$ cat config.mk
export PLATFORM = sky130hd
export DESIGN_NAME = div_frec
export DESIGN_NICKNAME = d
export VERILOG_FILES = /design/src/rtl/div_frec.sv
export SDC_FILE = /design/constraint.sdc
export NUM_CORES = 1
export LEC_CHECK = 0
export CORE_ASPECT_RATIO = 1.5
export CORE_MARGIN = 2
export CORE_UTILIZATION = 25
export DETAILED_ROUTE_END_ITERATION = 16
export GPL_TIMING_DRIVEN = 0
export PLACE_DENSITY = 0.49
export SETUP_SLACK_MARGIN = 0.5
export SLEW_MARGIN = 20
export SYNTH_ARGS = -nofsm -noshare
export SYNTH_HDL_FRONTEND = slang
export SYNTH_SLANG_ARGS = --single-unit
$ cat constraint.sdc
create_clock -name clk_in -period 5.6 [get_ports clk_in]
set_clock_uncertainty 0.1 [all_clocks]
set_input_delay 0.84 -clock clk_in [delete_from_list [all_inputs] [get_ports clk_in]]
set_output_delay 0.84 -clock clk_in [all_outputs]
set_load 0.02 [all_outputs]
$ cat src/rtl/div_frec.sv
// Free-running clock-enable divider: square-wave clk_out of period DIV clk_in
// cycles (low L, high H) plus a one-cycle tick aligned to each clk_out rise.
module div_frec #(
    parameter int unsigned DIV = 50_000_000,
    parameter int unsigned CW  = $clog2(DIV)
) (
    input  logic clk_in,
    input  logic rst_n,
    output logic clk_out,
    output logic tick
);

    localparam int unsigned H = DIV / 32'd2;
    localparam int unsigned L = DIV - H;

    localparam logic [CW-1:0] CNT_MAX = CW'(DIV - 32'd1);
    localparam logic [CW-1:0] CNT_ONE = CW'(32'd1);
    localparam logic [CW-1:0] RISE_AT = CW'(L);

    generate
        if (DIV < 32'd2) begin : g_bad_div
            $error("div_frec: DIV must be at least 2");
        end
        if (CW != $clog2(DIV)) begin : g_bad_cw
            $error("div_frec: CW is derived from DIV and must not be overridden");
        end
    endgenerate

    logic [CW-1:0] cnt_q;
    logic [CW-1:0] cnt_d;
    logic          clk_out_q;
    logic          clk_out_d;
    logic          tick_q;
    logic          tick_d;

    // Next count, and outputs decoded from the next count so they move on the same edge.
    always_comb begin
        cnt_d     = {CW{1'b0}};
        clk_out_d = 1'b0;
        tick_d    = 1'b0;
        if (cnt_q == CNT_MAX) begin
            cnt_d = {CW{1'b0}};
        end else begin
            cnt_d = cnt_q + CNT_ONE;
        end
        clk_out_d = (cnt_d >= RISE_AT);
        tick_d    = clk_out_d & ~clk_out_q;
    end

    // State and output registers with asynchronous active-low reset.
    always_ff @(posedge clk_in or negedge rst_n) begin
        if (!rst_n) begin
            cnt_q     <= {CW{1'b0}};
            clk_out_q <= 1'b0;
            tick_q    <= 1'b0;
        end else begin
            cnt_q     <= cnt_d;
            clk_out_q <= clk_out_d;
            tick_q    <= tick_d;
        end
    end

    assign clk_out = clk_out_q;
    assign tick    = tick_q;

endmodule

Word level (Yosys, flattened, before mapping)
Cells that the tools add are included.
Widths: inputs -> output; s select.
{"block": "totals", "regBits": 28, "word_cells": 9}
{"block": "classes", "addsub": 1, "order_cmp": 1, "n_eq_ne": 1, "n_mux": 1, "bitwise_logic": 2}
{"op": "$add 26x1->26 const B", "n": 1}
{"op": "$eq 26x26->1 const B", "n": 1}
{"op": "$ge 26x25->1 const B", "n": 1}
{"op": "$mux 26", "n": 1}
{"op": "$and 1x1->1", "n": 1}
{"op": "$not 1->1", "n": 1}

Logic depth before layout (Yosys ltp)
Gate-level depths: netlist (run 1).
{"block": "depth", "ltp_word": 4, "ltp_mapped": 8, "ltp_nobuf": 8}

Least setup slack after synthesis (run 1)
OpenSTA, ideal clock, no wires.
{"block": "synth_timing", "path_type": "reg2reg", "startpoint": "register cnt_q[7]", "endpoint": "register tick_q, in the netlist tick", "setup_ns": 0.131, "arrival_ns": 1.842, "t_required_ns": 5.369, "setup_slack_ns": 3.527, "path_stages_with_launch": 9, "n_path_buf": 1, "path_cell_list": "dfrtp_1 buf_2 nand4_4 or4_1 a32o_1 a21oi_1 nor2_1 a31oi_4 o22ai_1"}
{"block": "synth_between", "elab_chain_len": 4, "word_cells_on_any_way": 5, "cone_classes": "add/sub (1); order compare (1); eq/ne (1); mux (1); bitwise (1)"}
{"element": "start, declared", "line_no": "29", "source": "logic [CW-1:0] cnt_q;"}
{"element": "start signal, assigned", "line_no": "53", "source": "cnt_q <= {CW{1'b0}};"}
{"element": "start signal, assigned", "line_no": "57", "source": "cnt_q <= cnt_d;"}
{"element": "$add 26x1->26 or $eq 26x26->1 (tied branches)", "line_no": "44, 41"}
{"element": "$mux 26 *", "line_no": "41", "source": "if (cnt_q == CNT_MAX) begin"}
{"element": "$ge 26x25->1 *", "line_no": "46", "source": "clk_out_d = (cnt_d >= RISE_AT);"}
{"element": "$and 1x1->1 *", "line_no": "47", "source": "tick_d = clk_out_d & ~clk_out_q;"}
{"element": "named net tick_d", "line_no": "34", "source": "logic tick_d;"}
{"element": "end signal, assigned", "line_no": "59", "source": "tick_q <= tick_d;"}
{"element": "end, declared", "line_no": "33", "source": "logic tick_q;"}
Mark *: on every way through the listed nets, which the timed path passes. The rest lies on a longest branch.

Worst setup path after layout (run 1)
{"block": "layout_timing", "startpoint": "register cnt_q[0]", "endpoint": "register cnt_q[17]"}
{"block": "layout_between", "elab_chain_len": 2, "word_cells_on_any_way": 3, "cone_classes": "add/sub (1); eq/ne (1); mux (1)"}
{"element": "$add 26x1->26 or $eq 26x26->1 (tied branches)", "line_no": "44, 41"}
{"element": "$mux 26 *", "line_no": "41"}
{"element": "named net cnt_d[17]", "line_no": "30", "source": "logic [CW-1:0] cnt_d;"}
Marks and branches as above.

==> impl_metrics.ini, run 1 <==
[critical_path]
endpoint_kind = flip-flop
startpoint_type = flip-flop
crit_path_max_fanout = 10
critPathKind = flip-flop to flip-flop
required_ps = 5640
worst_ep_arrival_time_ps = 2750

[yosys]
synth_top_cell_by_area = dfrtp_1
synthCells = 174
synth_cell_type_count = 35
yosys-top-cells-area = dfrtp_1, xnor2_1, xor2_1
synth_top_area_share_pct = 42.7
synth_fp_nets = 177
seq_area_frac_synth_pct = 42.7
syn_area_um2 = 1640
ys_warn_count = 0
ys_ff_latch = 28
synth_area_per_cell_um2 = 9.44

[grt]
grt_pass1_wl_mm = 6.50
antenna_found_initial = 0
grt_pass1_vias = 1299
grt_overflow_total = 0
grt_usage_pct = 11.3
grt_max_degree = 29

[cells_and_area]
layout.cells.non_filler = 256
syn2layout_area_growth_pct = 9.82
post-route-util_pct = 28.0
nets = 185
drive_gt1_share_pct = 11.1
final_cell_mix = dfrtp_1, nor2_1
diodes = 0
final_common_cell = dfrtp_1

[power_and_ir_drop]
pwr-share-comb_pct = 1.3
p_per_area_nw_per_um2 = 177
swShare_pct = 21.3
finalPower_mw = 0.318
p_leak_nw = 0.703
internal-power_mw = 0.251
pwr-share-seq_pct = 63.4
clockPowerShare_pct = 35.3
p_sw_mw = 0.0678
max-vdd-ir-drop_mv = 0.0825

[sta]
hold_viol = 0
finalCritPeriodShare_pct = 48.4
worst_slew_pin_slew_ps = 651
max_freq_mhz = 369
min_period_ps = 2710
relSlewSlack_pct = 56.6
finalSetupViolCount = 0
drv_slew = 0
hold_slack_ps = 409
fin_tns_setup_ps = 0
rsz0062_at_grt = false

[cts]
clk_latency_ps = 270
holdBufCountCts = 0
cts.sinks = 28
htreeDepth = 1
path_clk_slew_ps = 100
cts_buffer_depth = 2
cts_root_buf = clkbuf_8
numCtsBuffers = 3
post_cts_resized = 0
cts_tree = built
postCtsSetupRepairBufs = 0

[place]
numPlacedInstances = 253
place.port_buffers = 3
post-dp-hpwl_mm = 2.86
place_congestion = 0.773

[floorplan]
dieHeight_um = 103
ios = 4
dieWidth_um = 70.2
die_area_um2 = 7250
coreArea_um2 = 6440
fp-row-count = 36
initial_utilization_pct = 25.5

[routing]
viasPerCell = 5.02
firstDrtPassIters = 4
drc_errors = 0
vias = 1285
drt_wl_total_mm = 3.87
ant_nets = 0
wl_per_cell_um = 15.1
drt_iter0_markers = 49

[outcome]
status = finished clean

[hold_path]
hold_path_class = flip-flop to flip-flop

[run]
drv_cap = 0
layer usage:
metal / up-vias / global-route usage [%] / wire, um / share of wire (%)
met3: 7 / 0.969 / 37 / 0.96
met4: 0 / 3.99 / 72 / 1.9
li1: 639 / - / - / -
met1: 624 / 12.7 / 1650 / 42
met2: 15 / 22.1 / 2120 / 55
met5: - / 0 / 0 / 0
power groups by stage:
stage / Clock [mW] / Sequential, mW / Combinational, mW
2_1_floorplan: 0 / 0.206 / 0.000000293
3_3_place_gp: 0 / 0.206 / 0.00496
3_5_place_dp: 0 / 0.206 / 0.00470
4_1_cts: 0.117 / 0.202 / 0.00468
5_1_grt: 0.122 / 0.202 / 0.00510
6_report: 0.112 / 0.202 / 0.00419
flip-flops by register name (all words and copies together), names as in the netlist:
signal / flops
cnt_q: 26
clk_out: 1
tick: 1
cells in the mapped netlist, drive strengths merged:
cell type and number:
or4 1, clkbuf 4, xor2 12, nor4b 1, nor3 7, a21oi 5
a221o 1, nor4 9, nor4bb 1, nand4 13, dfrtp 28, and4b 1
nand4b 3, o311ai 2, nand2b 1, nor2b 3, and4 1, nand3 15
nand2 12, buf 6, nor2 26, xnor2 12, mux2 1, o22ai 1
a211o 1, o21ai 1, ha 1, a31oi 1, a32o 1, inv 3
worst paths after layout:
kind	startpoint	endpoint	slack (ps)	cells past startpoint
max	cnt_q[0]	cnt_q[17]	2890	7
min	clk_out	tick	410	1
max reg2reg	cnt_q[0]	cnt_q[17]	2890	7
min reg2reg	clk_out	tick	410	1
max in group asynchronous	rst_n	cnt_q[21]	4500	1
min in group asynchronous	rst_n	cnt_q[6]	480	1
per-stage QoR:
step	instance area (um^2)	setup slack [ps]
6_report	1800	2890
5_1_grt	1800	2650
4_1_cts	1800	2840
3_5_place_dp	1760	2870
3_3_place_gp	1770	2820
2_1_floorplan	1640	3530
cell families after synthesis:
logic type,count (synthesis),share of synthesized area [%]
mux,1,0.685
xor+xnor,24,12.8
compound gates,13,6.32
fa+ha+maj,1,0.761
flops,28,42.7
simple gates,94,33.4
buf+inv,13,3.43
worst max-delay path, cell delays in order (launching register included):
cell,delay (ps)
dfrtp_1,450
ha_1,350
inv_1,90
nor2_1,260
nand3_1,180
nor3_2,540
clkbuf_1,460
nor2_1,130
area by class of cell:
cell class / count / area, um^2
Fill cell: 699 / 4640
Inverter: 3 / 11.3
Sequential cell: 28 / 701
Timing Repair Buffer: 3 / 25.0
Multi-Input combinational cell: 133 / 886
Buffer: 10 / 45.0
Clock buffer: 3 / 41.3
Tap cell: 76 / 95.1
No activity file was read; power rests on OpenSTA's default activity.
==> inputs of run 2 (changes only) <==
--- a/config.mk
+++ b/config.mk
@@ -10,7 +10,7 @@
 export CORE_UTILIZATION = 25
 export DETAILED_ROUTE_END_ITERATION = 16
 export GPL_TIMING_DRIVEN = 0
-export PLACE_DENSITY = 0.49
+export PLACE_DENSITY = 0.5
 export SETUP_SLACK_MARGIN = 0.5
 export SLEW_MARGIN = 20
 export SYNTH_ARGS = -nofsm -noshare
==> constraint.sdc (replaced) <==
create_clock -name clk_in -period 2.3 [get_ports clk_in]
set_clock_uncertainty 0.1 [all_clocks]
set_input_delay 0.345 -clock clk_in [delete_from_list [all_inputs] [get_ports clk_in]]
set_output_delay 0.345 -clock clk_in [all_outputs]
set_load 0.02 [all_outputs]
==> impl_metrics.ini, run 2 (synthesis gave the netlist of run 1 again) <==
[place]
place_congestion = 0.805
post-dp-hpwl_mm = 2.71
place.port_buffers = 3
numPlacedInstances = 253

[routing]
drc_errors = 0
viasPerCell = 5.04
firstDrtPassIters = 4
ant_nets = 0
drt_iter0_markers = 62
drt_wl_total_mm = 4.48
vias = 1517
wl_per_cell_um = 14.9

[cts]
cts_buffer_depth = 2
path_clk_slew_ps = 100
numCtsBuffers = 3
clk_latency_ps = 290
cts.sinks = 28
htreeDepth = 1
cts_root_buf = clkbuf_8
cts_tree = built

[cells_and_area]
post-route-util_pct = 37.4
top_register = cnt_q
nets = 230
layout.cells.non_filler = 301
final_common_cell = buf_4
drive_gt1_share_pct = 44.9
diodes = 0
final_cell_mix = buf_4, dfrtp_1, nor2_1
fill_cells = 651
syn2layout_area_growth_pct = 46.8
largest_reg_flops = 26

[critical_path]
ff2ff_path_depth = 8
slowest_delay_ps = 560
endpoint_kind = flip-flop
path_cells = buf_6 > nand4_4 > or4_1 > a32o_1 > a21oi_2 > nor2_1 > a31oi_4 > o22ai_1
worst_ep_arrival_time_ps = 2280
required_ps = 2370
cp.depth = 8
ff2ff_setup_slack_ps = 80
cpMaxStageDelayCell = or4_1
crit_buf_inv = 1
startpoint = cnt_q[5]
crit_end = tick
r2r_start = cnt_q[5]
crit_path_max_fanout = 5
critPathKind = flip-flop to flip-flop
cpLargestDelayFamily = simple AND/OR/NAND/NOR gates
startpoint_type = flip-flop
reg2reg_to = tick

[sta]
min_period_ps = 2220
hold_slack_ps = -27.0
max_freq_mhz = 451
finalSetupViolCount = 0
hold_viol = 28
finalCritPeriodShare_pct = 96.4
rsz0062_at_grt = true
worst_slew_pin_slew_ps = 651
relSlewSlack_pct = 56.6
drv_slew = 0

[floorplan]
dieWidth_um = 70.2
fp-row-count = 36
coreArea_um2 = 6440
dieHeight_um = 103
ios = 4
die_area_um2 = 7250
initial_utilization_pct = 25.5

[grt]
grt_usage_pct = 12.7
grt_pass1_vias = 1588
grt_pass1_wl_mm = 7.36
grt_overflow_total = 0
grt_max_degree = 29
antenna_found_initial = 0

[hold_path]
hold_path_class = input port to asynchronous set/reset pin

[power_and_ir_drop]
finalPower_mw = 0.786
max-vdd-ir-drop_mv = 0.170
p_per_area_nw_per_um2 = 326
p_leak_nw = 1.04

[run]
drv_cap = 0

[outcome]
status = finished with violations
violations = hold timing
-- run 2: worst min path at each step --
stage	cells past startpoint	to	slack (ps)	start
CTS	1	cnt_q[0]	9	rst_n
detailed placement	1	cnt_q[0]	320	rst_n
finish	1	cnt_q[0]	-30	rst_n
floorplan	0	clk_out	-50	rst_n
global route	1	cnt_q[0]	20	rst_n
global placement	1	tick	380	clk_out
-- run 2: routing by layer --
metal	wire, um	up-vias	part of all wire [%]	GRT usage, %
met5	0	-	0	0
met4	143	0	3.2	6.21
met3	52	11	1.2	0.969
met2	2590	19	58	26.2
met1	1700	762	38	12.7
li1	-	725	-	-
-- run 2: power by group --
group          internal (mW)  leakage, nW  switching (mW)  total, mW
clock                  0.118       0.0216           0.166      0.284
combinational       0.000609        0.651         0.00963     0.0102
sequential             0.492        0.370               0      0.492
total                  0.611         1.04           0.175      0.786
-- run 2: what timing repair did --
action	CTS	global route
setup buffers	27	18
hold buffers	0	0
endpoints found under the setup margin	21	18
pin swaps	18	16
resized for setup	28	29
-- run 2: stage by stage --
| stage | instance area (um^2) | TNS (ps) | worst slack (ps) |
|---|---|---|---|
| floorplan | 1680 | 0 | 303 |
| global placement | 1800 | -353 | -130 |
| detailed placement | 1800 | -246 | -126 |
| CTS | 2160 | 0 | 168 |
| global route | 2410 | 0 | 6.65 |
| finish | 2410 | 0 | 83.9 |
-- run 2: worst reg2reg max path, stage by stage (launching register included) --
cell,delay (ps)
dfrtp_1,350
buf_6,120
nand4_4,150
or4_1,560
a32o_1,240
a21oi_2,150
nor2_1,80
a31oi_4,230
o22ai_1,110
-- run 2: layout make-up --
cell class / count / area [um^2] / share of cell area [%]
buffer: 10 / 92.6 / 3.84
clock buffer: 3 / 41.3 / 1.71
inverter: 3 / 11.3 / 0.467
multi-input combinational: 133 / 1070 / 44.5
sequential: 28 / 707 / 29.3
tap: 76 / 95.1 / 3.94
timing repair buffer: 48 / 390 / 16.2
